### src/rtl/ps2_cmd_sequencer.sv
// PS/2 host command sequencer: sends a command byte and optional argument, then waits for ACK/RESEND/ERROR.
// Optional feature macro PS2_CMD_RETRY_EN enables bounded resends on 0xFE.
module ps2_cmd_sequencer #(
   parameter int ACK_TIMEOUT = 2000000,
   parameter int MAX_RETRIES = 3
) (
   input  logic       clk,
   input  logic       reset,
   input  logic       cmd_valid,
   input  logic [7:0] cmd_byte,
   input  logic       has_arg,
   input  logic [7:0] arg_byte,
   output logic       cmd_ready,
   output logic [7:0] tx_data,
   output logic       tx_w_enable,
   input  logic       tx_idle,
   input  logic       tx_finished,
   input  logic       rx_done_tick,
   input  logic [7:0] rx_data,
   output logic       done,
   output logic [1:0] status
);

   localparam int CW = (ACK_TIMEOUT > 1) ? $clog2(ACK_TIMEOUT) : 1;
   // The increment from LAST lands on ACK_TIMEOUT-1, so done appears ACK_TIMEOUT cycles after tx_finished.
   localparam logic [CW-1:0] LAST = CW'(ACK_TIMEOUT - 2);

   localparam logic [1:0] ST_OK      = 2'b00;
   localparam logic [1:0] ST_TIMEOUT = 2'b01;
   localparam logic [1:0] ST_RESEND  = 2'b10;
   localparam logic [1:0] ST_DEV_ERR = 2'b11;

   typedef enum logic [2:0] {IDLE, LOAD, WAIT_TX, WAIT_ACK, FINISH} state_t;

   state_t        state, state_nx;
   logic [7:0]    cmd_q, arg_q;
   logic          has_arg_q, idx;
   logic [CW-1:0] cnt;
   logic          latch, adv, cnt_clr, cnt_inc, st_ld;
   logic [1:0]    st_nx;

`ifdef PS2_CMD_RETRY_EN
   localparam int RW = (MAX_RETRIES > 0) ? $clog2(MAX_RETRIES + 1) : 1;
   logic [RW-1:0] retry;
   logic          retry_inc;
`endif

   assign cmd_ready = (state == IDLE);
   assign done      = (state == FINISH);
   assign tx_data   = idx ? arg_q : cmd_q;

   always_comb begin
      state_nx    = state;
      tx_w_enable = 1'b0;
      latch       = 1'b0;
      adv         = 1'b0;
      cnt_clr     = 1'b0;
      cnt_inc     = 1'b0;
      st_ld       = 1'b0;
      st_nx       = ST_OK;
`ifdef PS2_CMD_RETRY_EN
      retry_inc   = 1'b0;
`endif
      unique case (state)
         IDLE: if (cmd_valid) begin
            latch    = 1'b1;
            state_nx = LOAD;
         end
         LOAD: if (tx_idle) begin
            tx_w_enable = 1'b1;
            state_nx    = WAIT_TX;
         end
         WAIT_TX: if (tx_finished) begin
            cnt_clr  = 1'b1;
            state_nx = WAIT_ACK;
         end
         WAIT_ACK: begin
            if (rx_done_tick && rx_data == 8'hFA) begin
               if (!idx && has_arg_q) begin
                  adv      = 1'b1;
                  state_nx = LOAD;
               end else begin
                  st_ld    = 1'b1;
                  st_nx    = ST_OK;
                  state_nx = FINISH;
               end
            end else if (rx_done_tick && rx_data == 8'hFE) begin
`ifdef PS2_CMD_RETRY_EN
               if (retry < RW'(MAX_RETRIES)) begin
                  retry_inc = 1'b1;
                  state_nx  = LOAD;
               end else begin
                  st_ld    = 1'b1;
                  st_nx    = ST_RESEND;
                  state_nx = FINISH;
               end
`else
               st_ld    = 1'b1;
               st_nx    = ST_RESEND;
               state_nx = FINISH;
`endif
            end else if (rx_done_tick && rx_data == 8'hFC) begin
               st_ld    = 1'b1;
               st_nx    = ST_DEV_ERR;
               state_nx = FINISH;
            end else begin
               // Unrecognised bytes are treated as silence: the counter keeps running.
               cnt_inc = 1'b1;
               if (cnt == LAST) begin
                  st_ld    = 1'b1;
                  st_nx    = ST_TIMEOUT;
                  state_nx = FINISH;
               end
            end
         end
         FINISH:  state_nx = IDLE;
         default: state_nx = IDLE;
      endcase
   end

   always_ff @(posedge clk or posedge reset) begin
      if (reset) begin
         state     <= IDLE;
         cmd_q     <= 8'h00;
         arg_q     <= 8'h00;
         has_arg_q <= 1'b0;
         idx       <= 1'b0;
         cnt       <= '0;
         status    <= ST_OK;
      end else begin
         state <= state_nx;
         if (latch) begin
            cmd_q     <= cmd_byte;
            arg_q     <= arg_byte;
            has_arg_q <= has_arg;
            idx       <= 1'b0;
         end else if (adv) begin
            idx <= 1'b1;
         end
         if (cnt_clr)      cnt <= '0;
         else if (cnt_inc) cnt <= cnt + 1'b1;
         if (st_ld) status <= st_nx;
      end
   end

`ifdef PS2_CMD_RETRY_EN
   // Saturating: increments only while below MAX_RETRIES.
   always_ff @(posedge clk or posedge reset) begin
      if (reset)                retry <= '0;
      else if (latch || adv)    retry <= '0;
      else if (retry_inc)       retry <= retry + 1'b1;
   end
`endif

endmodule

### config.mk
export PLATFORM = sky130hd
export DESIGN_NAME = ps2_cmd_sequencer
export DESIGN_NICKNAME = d
export VERILOG_FILES = /design/src/rtl/ps2_cmd_sequencer.sv
export SDC_FILE = /design/constraint.sdc
export NUM_CORES = 1
export LEC_CHECK = 0
export CORE_ASPECT_RATIO = 1.4
export CORE_UTILIZATION = 47
export DETAILED_ROUTE_END_ITERATION = 10
export PLACE_DENSITY = 0.76
export SETUP_SLACK_MARGIN = 0.02
export SYNTH_ARGS = -nofsm -noshare
export SYNTH_HDL_FRONTEND = slang
export SYNTH_SLANG_ARGS = --single-unit
### constraint.sdc
create_clock -name clk -period 1.6 [get_ports clk]
set_input_delay 0.32 -clock clk [delete_from_list [all_inputs] [get_ports clk]]
set_output_delay 0.32 -clock clk [all_outputs]
set_load 0.02 [all_outputs]
==> results.md, run 1 <==
- The flow ran to the end, but the final reports show violations.
- The checks that failed: setup timing.
- TritonCTS built the clock tree.
- The die covers 5161 um2.
- Once detail routing completed, the nets flagged for antenna violations numbered 0.
- The setup-violating endpoint count in the final report is 19.
- The actual transition at the worst max-transition pin is 0.4824 ns.
- The buffer depth of the longest clock path is 2.
- Relative to the synthesized area, the layout overhead comes to 54.67%.
- The type of element launching the critical path is a register.
- The congestion estimate from routability-driven global placement came to 0.7761.
- In this run the worst path has a maximum fanout of 4.
- The total count of max-transition violations in the final report came to 0.
- The aggregate routed wire length is 6.282 mm.
- In the layout the commonest cells are sky130_fd_sc_hd__dfrtp_1 (40), sky130_fd_sc_hd__buf_4 (40), sky130_fd_sc_hd__clkdlybuf4s50_1 (25).
- The sum of negative setup slack is -0.6565 ns.
- The internal reg-to-reg setup slack is -0.08 ns.
- In this run, distinct cell masters in the synthesized netlist total 45.
- The post-route worst hold slack is 0.3532 ns.
- The fraction of registers with async set or reset after synthesis is 100.0%.
- The fraction of power spent switching nets is 33.31%.
- The internal power of the cells totals 3.278 mW.
- The remaining routing DRC violations is 0.
- Total power for the finished layout comes to 4.915 mW.
- The final routed wire length divided by cell count is 17.26 um.
- Counting the buffers created by CTS gives 5.
- The via count of the first global-routing pass came to 2031.
- Detailed placement finished with a half-perimeter wire length of 3.635 mm.
- In this run the tightest slew margin relative to its limit is 67.79%.
- The category of the worst setup path capture point is a register.
- The clock period minus final worst setup slack is 1.677 ns.
- The data required time of the worst path is 1.86 ns.
- In the final layout, the share of cells above drive strength 1 is 43.71%.
- After clock tree synthesis, the clock-pin slew on the worst setup and hold paths is 0.09 ns.
- Measured along the y axis, the die boundary spans 84.61 um.
- The detailed router finished its first iteration with 92 violations.
- Synthesis handed over a netlist of 209 instances.
- The clock share of power is 17.9%.
- The total number of vias is 2061.
- By startpoint and endpoint, the worst setup path is classified as register to register.
- Once the floorplan was initialized, standard cells occupied 49.71% of the core.
- The proportion of power drawn by combinational gates is 48.4%.
- The netlist area before placement is 2291 um2.
- The antenna cell count is 0.
- Setup slack on the critical path of the routed design comes to -0.07655 ns.
- The worst register-to-register path begins at cnt[11].
- The number of antenna violations at the first check in global routing is 0.
- The synthesized area per cell is 10.96 um2.
- Setup repair after global routing could not meet its margin everywhere.
- In this run the number of H-tree levels came out at 2.
- Derived from the worst setup path, the maximum achievable clock frequency is 596.5 MHz.
- The number of enable flip-flop cells after synthesis is 0.
- The path class of the tightest hold or removal check is input pin to async pin.
- The floorplan step set the die width to 61.01 um.
- The max-capacitance violation count is 0.
- On the final layout, the worst clock skew is 0.01106 ns.
- The pin count of the biggest net entering global routing is 45.
- The I/O pin count is 44.
- Global routing used 23.99% of the available tracks.
- In this run the power density over the cells is 1387 nW/um2.
- The total overflow left after global routing is 0.
- The count of hold-fix buffers inserted at cts is 0.
- Registers are responsible for 33.8% of the overall power.
- The routed via count divided by cell count is 5.662.
- The worst path uses 104.8% of the clock period.
- At the worst endpoint, the arrival time is 1.93 ns.
- Yosys printed 0 warnings.
- The sequential fraction of the synthesis area is 48.06%.
- For the worst flop-to-flop path, the logic depth is 5.
- In this run, synthesis produced a sequential element count of 44.
- The endpoint identified for the worst register-to-register timing path is status[0].
- For this run, the leading register cell type out of synthesis is sky130_fd_sc_hd__dfrtp_1.
- The sink count of the clock tree is 44.
- The switching power is 1.637 mW.
- The later-pin clock latency in the skew report is 0.31 ns.
- The initialized floorplan defines 29 standard-cell rows.
- The count of final hold-check violations is 0.
- The floorplan step defined a core boundary enclosing 4608 um2.
- Synthesis produced a netlist with a net count of 242.
- The net count reported at finish is 334.
- Summed over all cells, the static leakage comes to 1.522 nW.
- The global-route wire length before repair is 9.259 mm.
- Clock tree synthesis selected as its root buffer the cell sky130_fd_sc_hd__clkbuf_8.
- The number of search-and-repair iterations in the first detailed-routing pass is 4.
- Port buffering added 43 buffers.
- The maximum ir drop on the vdd rail is 0.001251 V.
-- sequential cells by signal (all words and copies together) (netlist names) --
| name | cells |
|---|---|
| cnt | 21 |
| arg_q | 8 |
| cmd_q | 8 |
| state | 3 |
| status | 2 |
| has_arg_q | 1 |
| idx | 1 |
-- worst max-delay path by stage --
stage	start	end	slack, ns
2_1_floorplan	state[2]	cnt[11]	0.04
3_3_place_gp	tx_idle	tx_w_enable	-0.41
3_5_place_dp	tx_idle	tx_w_enable	-0.43
4_1_cts	cnt[0]	cnt[16]	-0.07
5_1_grt	cnt[11]	status[0]	-0.14
6_report	cnt[11]	status[0]	-0.08
-- synthesized netlist by cell type, drive strengths merged (2+ instances only) --
| library cell | instances | area share [%] |
|---|---|---|
| a21oi | 11 | 2.4 |
| nand2 | 13 | 2.1 |
| ha | 2 | 1.1 |
| o21ai | 9 | 2.0 |
| or4 | 4 | 1.3 |
| and3b | 2 | 0.76 |
| inv | 7 | 1.1 |
| dfrtp | 44 | 48 |
| and2 | 3 | 0.82 |
| o31ai | 10 | 3.5 |
| o211ai | 3 | 0.98 |
| a31oi | 2 | 0.55 |
| nand4b | 3 | 1.8 |
| nand3 | 8 | 1.7 |
| nor4 | 2 | 0.55 |
| nand4 | 2 | 0.55 |
| or3 | 6 | 1.6 |
| buf | 7 | 1.9 |
| nand2b | 3 | 0.82 |
| and4 | 2 | 0.76 |
| nor2 | 8 | 1.3 |
| nor3 | 4 | 0.87 |
| xnor2 | 2 | 0.76 |
| nor4b | 2 | 0.76 |
| mux2 | 25 | 12 |
| and3 | 2 | 0.55 |
| mux2i | 6 | 2.6 |
| clkbuf | 2 | 0.33 |
| nor2b | 3 | 0.82 |
-- cell type report --
cell class	count	area, um2
tap	62	77.57
clock buffer	5	68.82
inverter	7	26.28
clock inverter	3	42.54
timing repair buffer	93	908.4
fill	289	1065
multi-input combinational	150	1314
sequential	44	1106
-- power groups by stage --
stage | combinational (mW) | clock, mW | sequential [mW]
2_1_floorplan | 1.12 | 0 | 1.59
3_3_place_gp | 1.78 | 0 | 1.65
3_5_place_dp | 1.81 | 0 | 1.66
4_1_cts | 2.03 | 0.872 | 1.64
5_1_grt | 2.54 | 0.929 | 1.71
6_report | 2.38 | 0.878 | 1.66
-- cell families (layout without fill, tap and decap cells) --
family	count (synthesis)	count (layout)	share of synthesized area, %
mux	31	31	14.91
fa+ha+maj	2	2	1.092
compound gates	42	43	12.78
xor+xnor	2	2	0.7647
flops	44	44	48.06
simple gates	72	72	19.01
buf+inv	16	108	3.386
-- stage by stage --
| step | util (%) | cells | instance area [um2] | setup WS (ns) |
|---|---|---|---|---|
| 2_1_floorplan | - | 209 | 2293 | 0.04236 |
| 3_3_place_gp | 65.65 | 337 | 3025 | -0.4110 |
| 3_5_place_dp | 65.65 | 337 | 3025 | -0.4268 |
| 4_1_cts | 71.79 | 355 | 3308 | -0.07471 |
| 5_1_grt | 76.89 | 364 | 3543 | -0.1364 |
| 6_report | 76.89 | 364 | 3543 | -0.07655 |
-- layer usage --
| layer | share of wire [%] | vias to the layer above | GRT usage, % |
|---|---|---|---|
| met5 | 0 | - | 0 |
| met4 | 1.7 | 0 | 8.264 |
| met3 | 4.0 | 10 | 5.855 |
| met2 | 55 | 55 | 41.86 |
| met1 | 39 | 1032 | 27.67 |
| li1 | - | 964 | - |
-- worst max-delay path, cell delays in order, from the launching register on --
cell and delay (ns):
sky130_fd_sc_hd__dfrtp_1 0.43, sky130_fd_sc_hd__nor4b_1 0.41, sky130_fd_sc_hd__nand4b_1 0.28, sky130_fd_sc_hd__buf_4 0.22, sky130_fd_sc_hd__o2bb2ai_1 0.12, sky130_fd_sc_hd__o211a_1 0.15
-- repair_timing --
item	CTS	global route
gates cloned	1	3
buffers inserted	9	7
setup endpoints to repair	50	53
pin swaps	6	17
resized for setup	84	39
No activity file was read; power rests on OpenSTA's default activity.
==> run 2: changes to the inputs <==
ABC_AREA = 1   (was default)
CORE_UTILIZATION = 48   (was 47)
RECOVER_POWER = 25   (was default)
==> results.md, run 2 <==
- The run finished with clean final reports.
- The maximum clock frequency is 632.7 MHz (+6.1%).
- The count of synthesis-stage warnings from yosys was 0 (unchanged).
- The leading cell type by number of instances after synthesis is sky130_fd_sc_hd__nand2_1.
- The width of the chip was 64.65 um (+6.0%).
- The antenna cell count was 0 (unchanged).
- For this run, the leading register cell type out of synthesis is sky130_fd_sc_hd__dfrtp_1.
- The worst relative slew slack came to 52.41% (-15 points).
- The post-route core utilization was 68.17% (-8.7 points).
- The count of hold-fix buffers inserted at cts was 0 (unchanged).
- The core footprint is 5236 um2 (+14%).
- The cell leakage power came to 1.817 nW (+19%).
- The fraction of layout instances using a drive strength above 1 is 17.46% (-26 points).
- The final routed wire length divided by cell count is 12.31 um (-29%).
- The internal reg-to-reg setup slack is 0.11 ns (+0.19 ns).
- The setup-violating endpoint count in the final report is 0 (-19).
- The proportion of power drawn by combinational gates is 47.5% (-0.9 points).
- The period utilization is 98.79% (-6.0 points).
- The number of design-rule violations left by the first detailed-router iteration came to 160 (+74%).
- The number of buffers added by the clock tree synthesis step is 5 (unchanged).
- The final total power is 4.454 mW (-9.4%).
- Relative to the synthesized area, the layout overhead comes to 35.34%.
- The max-capacitance violation count is 0 (unchanged).
- The tree is rooted in a sky130_fd_sc_hd__clkbuf_8.
- The number of fill cells is 463 (+60%).
- The ratio of total power to cell area is 1248 nW/um2 (-10%).
- The starting utilization of the core area is 50.37% (+0.66 points).
- The height of the chip is 89.71 um (+6.0%).
- The synthesized area per cell is 6.677 um2 (-39%).
- The total count of max-transition violations in the final report came to 0 (unchanged).
- The largest registers in the layout are cnt (21), arg_q (8), cmd_q (8).
- Ranked by flip-flop count, first place goes to cnt.
- The endpoint arrival time on the critical path is 1.26 ns (-0.67 ns).
- The switching power came to 1.794 mW (+9.5%).
- Setup repair after global routing could not meet its margin everywhere.
- The final setup slack of the worst path is 0.01936 ns (+0.09591 ns).
- The actual transition at the worst max-transition pin is 0.7139 ns (+0.2315 ns).
- The placed wire-length estimate after detailed placement was 5.188 mm (+43%).
- The number of antenna violations at the first check in global routing came to 0 (unchanged).
- The worst clock skew on the final layout is 0.005703 ns (-0.005358 ns).
- The number of buffer cells added on primary ports is 43 (unchanged).
- The clock period minus final worst setup slack is 1.581 ns (-0.09591 ns).
- The I/O pin count came to 44 (unchanged).
- The pin count of the biggest net entering global routing is 17 (-62%).
- The sum of negative setup slack came to 0 ns (+0.6565 ns).
- The die area is 5799 um2 (+12%).
- The residual antenna-violating net count after detailed routing was 0 (unchanged).
- The depth of the CTS H-tree came to 2 (unchanged).
- STA classifies the critical path startpoint as a register.
- The final weighted congestion in routability-driven placement is 0.9155 (+18%).
- The post-synth net total is 428 (+77%).
- The post-route worst hold slack is 0.3533 ns (+0.000002000 ns).
- The number of search-and-repair iterations in the first detailed-routing pass was 4 (unchanged).
- The sink count of the clock tree is 44 (unchanged).
- The aggregate routed wire length is 6.735 mm (+7.2%).
- The clock-pin transition on the worst setup and hold timing paths came to 0.09 ns (about the same).
- The number of library cell types mapped by synthesis is 25 (-44%).
- The worst-path maximum fanout was 5 (+1).
- The sequential share of power is 35.8% (+2.0 points).
- The critical path is of the register to output pin type.
- The remaining routing DRC violations is 0 (unchanged).
- The top cell types in the final layout, fill and taps aside, are sky130_fd_sc_hd__nand2_1 (176), sky130_fd_sc_hd__nor2_1 (42), sky130_fd_sc_hd__dfrtp_1 (41).
- The sequential fraction of the synthesis area was 41.75% (-6.3 points).
- The post-synthesis instance total is 395 (+89%).
- The internal power is 2.660 mW (-19%).
- The number of storage elements in the synthesis netlist is 44 (unchanged).
- The later-pin clock latency in the skew report is 0.30 ns (about the same).
- The placement row count is 31 (+6.9%).
- The global-route usage over all layers is 25.18% (+1.2 points).
- The count of final hold-check violations is 0 (unchanged).
- The net count reported at finish came to 513 (+54%).
- Leaving out fill and tap cells, the most frequent cell in the layout is sky130_fd_sc_hd__nand2_1.
- The via count of the first global-routing pass is 2600 (+28%).
- The netlist area before placement was 2638 um2 (+15%).
- The buffer depth of the longest clock path came to 2 (unchanged).
- By count the netlist is led by sky130_fd_sc_hd__nand2_1 (177), sky130_fd_sc_hd__nor2_1 (46), sky130_fd_sc_hd__dfrtp_1 (44), sky130_fd_sc_hd__inv_1 (37), sky130_fd_sc_hd__nand3_1 (28).
- Yosys attributes the largest share of cell area to sky130_fd_sc_hd__dfrtp_1 (42%), sky130_fd_sc_hd__nand2_1 (25%), sky130_fd_sc_hd__nor2_1 (6.5%), sky130_fd_sc_hd__nand3_1 (5.3%), sky130_fd_sc_hd__inv_1 (5.3%).
- The post-synthesis cell type with the largest combined area is sky130_fd_sc_hd__dfrtp_1.
- The area taken by multi-input logic gates is 1378 um2 (+4.9%).
- The global-route wire length before repair is 11.53 mm (+25%).
- TritonCTS built the clock tree.
- The total number of vias came to 2753 (+34%).
- The tightest min-delay check is of the input pin to async pin type.
- The sequential standard cell area is 1105 um2 (-0.11%).
- The clock share of power was 16.8% (-1.1 points).
- The fraction of registers with async set or reset after synthesis came to 100.0% (unchanged).
- The routed via count divided by cell count is 5.033 (-11%).
- The fraction of power spent switching nets is 40.27% (+7.0 points).
- The category of the worst setup path capture point is an output pin.
- The number of enable flip-flop cells after synthesis is 0 (unchanged).
- The data required time of the worst path is 1.28 ns (-0.58 ns).
- The proportion of netlist area held by the largest area contributor is 41.75% (-6.3 points).
- The total grt overflow is 0 (unchanged).
- The flip-flop count of the largest register after layout is 21 (unchanged).
- The maximum ir drop on the vdd rail is 0.001055 V (-16%).
- The pre-CTS setup slack was -0.4689 ns (-0.04211 ns).
[run 2: path summary, 6_finish.rpt]
check                             endpoint  startpoint  cells past startpoint
worst min register to register   status[1]   status[1]                      2
min in group clk                 status[1]   status[1]                      2
worst max register to register     cnt[13]    state[1]                      9
worst min-delay path              cmd_q[1]       reset                      2
max in group asynchronous         state[0]       reset                      3
worst max-delay path            tx_data[2]         idx                      5
[run 2: routing by layer]
metal | GRT usage, % | up-vias | wire length, um
met4 | 8.704 | 0 | 140
met2 | 44.47 | 73 | 3565
met5 | 0 | - | 0
met1 | 29.98 | 1263 | 2763
met3 | 4.442 | 12 | 267
li1 | - | 1405 | -
[run 2: area by class of cell]
type	instances	share of cell area, %
clock buffer	6	2.313
clock inverter	2	0.4206
multi-input combinational	304	38.59
timing repair buffer	86	21.31
sequential	44	30.95
inverter	39	4.101
tap	66	2.313
[run 2: stage by stage]
stage               std cells  area (um2)
finish                    547        3570
global route              547        3570
CTS                       538        3437
detailed placement        529        3373
global placement          529        3373
floorplan                 395        2638
[run 2: cell families (layout without fill, tap and decap cells)]
kind of cell               Yosys count  in the layout  synth area share, %
AOI/OAI and AO/OA                   15             15                3.036
xor gates and xnor gates            10             10                3.321
adders and majority gates            2              2               0.9486
buffers and inverters               47            133                7.447
DFF                                 44             44                41.75
and+or+nand+nor                    277            277                43.50
[run 2: power groups by stage]
stage                     clock network (mW)  registers [mW]  logic (mW)
after floorplan                            0            1.56        1.15
after global placement                     0            1.59        1.95
after detailed placement                   0            1.61        2.00
after CTS                              0.764            1.59        1.87
after global routing                   0.811            1.63        2.33
final                                  0.747            1.59        2.11
[run 2: critical path, cell delays in order (launching register included)]
cell and delay (ns):
sky130_fd_sc_hd__dfrtp_2 0.44, sky130_fd_sc_hd__buf_6 0.13, sky130_fd_sc_hd__buf_12 0.12, sky130_fd_sc_hd__nand2_1 0.05
sky130_fd_sc_hd__nand2_1 0.06, sky130_fd_sc_hd__buf_2 0.15
[run 2: what timing repair did]
action	in CTS	in global routing
pin swaps	1	4
gates resized for setup	51	25
setup endpoints to repair	26	43
buffers inserted	1	9
==> run 3: changes to the inputs <==
GPL_TIMING_DRIVEN = 0   (was default)
==> results.md, run 3 (synthesized netlist as in run 2, its figures left out) <==
- The TritonCTS clock tree is built.
- The period utilization is 96.91% (-1.9 points).
- The pre-CTS setup slack is -0.3871 ns (+0.08179 ns).
- Setup repair after global routing could not meet its margin everywhere.
- The cell count after placement is 505 (-4.5%).
- The global-route wire length before repair came to 11.33 mm (-1.7%).
- The placement row count is 31 (unchanged).
- The die area came to 5799 um2 (unchanged).
- The I/O pin count is 44 (unchanged).
- The final routed wire length divided by cell count came to 12.32 um (about the same).
- The fraction of layout instances using a drive strength above 1 is 14.79% (-2.7 points).
- The global-route usage over all layers is 24.85% (-0.33 points).
- The pin count of the biggest net entering global routing came to 33 (+16).
- The final weighted congestion in routability-driven placement came to 0.9809 (+7.1%).
- The total count of max-transition violations in the final report was 0 (unchanged).
- The maximum clock frequency is 645.0 MHz (+1.9%).
- The core footprint is 5236 um2 (unchanged).
- The number of buffers added by the clock tree synthesis step came to 5 (unchanged).
- The worst setup path is captured at an output pin.
- The residual antenna-violating net count after detailed routing is 0 (unchanged).
- The internal reg-to-reg setup slack was 0.13 ns (+0.02 ns).
- The depth of the CTS H-tree is 2 (unchanged).
- In this run the critical register-to-register path is captured at cnt[16].
- The sink count of the clock tree is 44 (unchanged).
- The net count reported at finish was 485 (-5.5%).
- The clock period minus final worst setup slack is 1.550 ns (-0.03014 ns).
- The critical path is of the register to output pin type.
- The class of the most critical hold timing path is input pin to register.
- The ratio of total power to cell area is 1232 nW/um2 (-1.2%).
- The clock-pin transition on the worst setup and hold timing paths is 0.09 ns (about the same).
- The count of final hold-check violations is 0 (unchanged).
- The final setup slack of the worst path came to 0.04950 ns (+0.03014 ns).
- The height of the chip was 89.71 um (unchanged).
- The routed via count divided by cell count is 5.046 (+0.26%).
- The starting utilization of the core area came to 50.37% (unchanged).
- The number of design-rule violations left by the first detailed-router iteration is 171 (+6.9%).
- The data required time of the worst path is 1.28 ns (about the same).
- The aggregate routed wire length was 6.394 mm (-5.1%).
- The number of search-and-repair iterations in the first detailed-routing pass was 4 (unchanged).
- The buffer depth of the longest clock path is 2 (unchanged).
- The setup-violating endpoint count in the final report is 0 (unchanged).
- The sum of negative setup slack is 0 ns (unchanged).
- The width of the chip is 64.65 um (unchanged).
- The placed wire-length estimate after detailed placement is 4.865 mm (-6.2%).
- The flow ran to the end, and the final reports show no timing, DRC or antenna violations.
- The later-pin clock latency in the skew report is 0.30 ns (about the same).
- The area added between synthesis and finish is 27.37%.
- The max-capacitance violation count was 0 (unchanged).
- The number of antenna violations at the first check in global routing came to 0 (unchanged).
- The worst-path maximum fanout is 4 (-1).
- The worst clock skew on the final layout was 0.009256 ns (+0.003553 ns).
- The number of buffer cells added on primary ports is 43 (unchanged).
- The antenna cell count was 0 (unchanged).
- The path depth of the worst reg2reg path is 7 (-2).
- The maximum ir drop on the vdd rail came to 0.0008945 V (-15%).
- The source of the worst register-to-register timing path is cnt[6].
- The largest registers in the layout are cnt (21), arg_q (8), cmd_q (8).
- The total number of vias was 2619 (-4.9%).
- The register with the most flip-flops is cnt.
- The worst setup path is launched from a register.
- The remaining routing DRC violations was 0 (unchanged).
- The critical path starts at state[1].
- In the layout the commonest cells are sky130_fd_sc_hd__nand2_1 (176), sky130_fd_sc_hd__nor2_1 (41), sky130_fd_sc_hd__dfrtp_1 (39).
- The number of standard cells in the layout, taps in and fillers out was 519 (-5.1%).
- The via count of the first global-routing pass is 2563 (-1.4%).
- The flip-flop count of the largest register after layout was 21 (unchanged).
- The critical path ends at tx_w_enable.
- The total grt overflow is 0 (unchanged).
- The root buffer cell chosen for the clock tree is sky130_fd_sc_hd__clkbuf_8.
- The worst relative slew slack is 67.54% (+15 points).
- The cell leakage power is 1.695 nW (-6.7%).
- The endpoint arrival time on the critical path is 1.23 ns (-0.03 ns).
- The most common cell after layout, fill and taps aside is sky130_fd_sc_hd__nand2_1.
- The actual transition at the worst max-transition pin is 0.4864 ns (-0.2275 ns).
[run 3: routing by layer]
layer / GRT usage, % / up-vias / routed length, um
met5: 0 / - / 0
met4: 9.444 / 0 / 172
met3: 4.695 / 15 / 269
met2: 45.44 / 77 / 3467
met1: 27.55 / 1183 / 2484
li1: - / 1344 / -
[run 3: cell type report]
type	instances	area [um2]
Sequential cell	44	1107
Inverter	39	156.4
Clock buffer	5	68.82
Multi-Input combinational cell	304	1423
Clock inverter	3	18.77
Fill cell	484	1877
Tap cell	66	82.58
Timing Repair Buffer	52	454.2
Buffer	6	48.80
[run 3: what timing repair did]
item,CTS,global route
gates resized for setup,65,28
buffers inserted,4,4
cloned,0,0
pin swaps,1,6
hold endpoints to repair,0,0
endpoints found under the setup margin,27,39
hold buffers,0,0
[run 3: worst min path at each step]
stage / startpoint / endpoint / cells past startpoint
after global routing: rx_done_tick / idx / 3
final: rx_done_tick / idx / 3
after floorplan: arg_byte[0] / arg_q[0] / 2
after CTS: reset / cnt[20] / 2
after global placement: cmd_q[7] / cmd_q[7] / 2
after detailed placement: arg_q[5] / arg_q[5] / 2
[run 3: power by group]
group          leakage (nW)  internal, mW  switching, mW  total (mW)
clock                0.0479         0.305          0.402       0.707
combinational          1.08         0.681           1.13        1.81
sequential            0.571          1.40          0.221        1.62
total                  1.70          2.38           1.76        4.14
[run 3: worst max-delay path: stages (launching register included)]
cell                      delay (ns)
sky130_fd_sc_hd__dfrtp_2        0.46
sky130_fd_sc_hd__inv_4          0.09
sky130_fd_sc_hd__nand3_2        0.09
sky130_fd_sc_hd__nor2_2         0.13
sky130_fd_sc_hd__buf_4          0.15
[run 3: stage by stage]
step / util, % / hold WS [ns] / power, mW / instance area [um2]
after floorplan: - / 0.4366 / 2.713 / 2638
final: 64.16 / 0.4312 / 4.140 / 3359
after global routing: 64.16 / 0.4889 / 4.491 / 3359
after detailed placement: 60.55 / 0.4602 / 3.412 / 3171
after CTS: 62.60 / 0.2682 / 4.084 / 3278
after global placement: 60.17 / 0.4540 / 3.366 / 3151
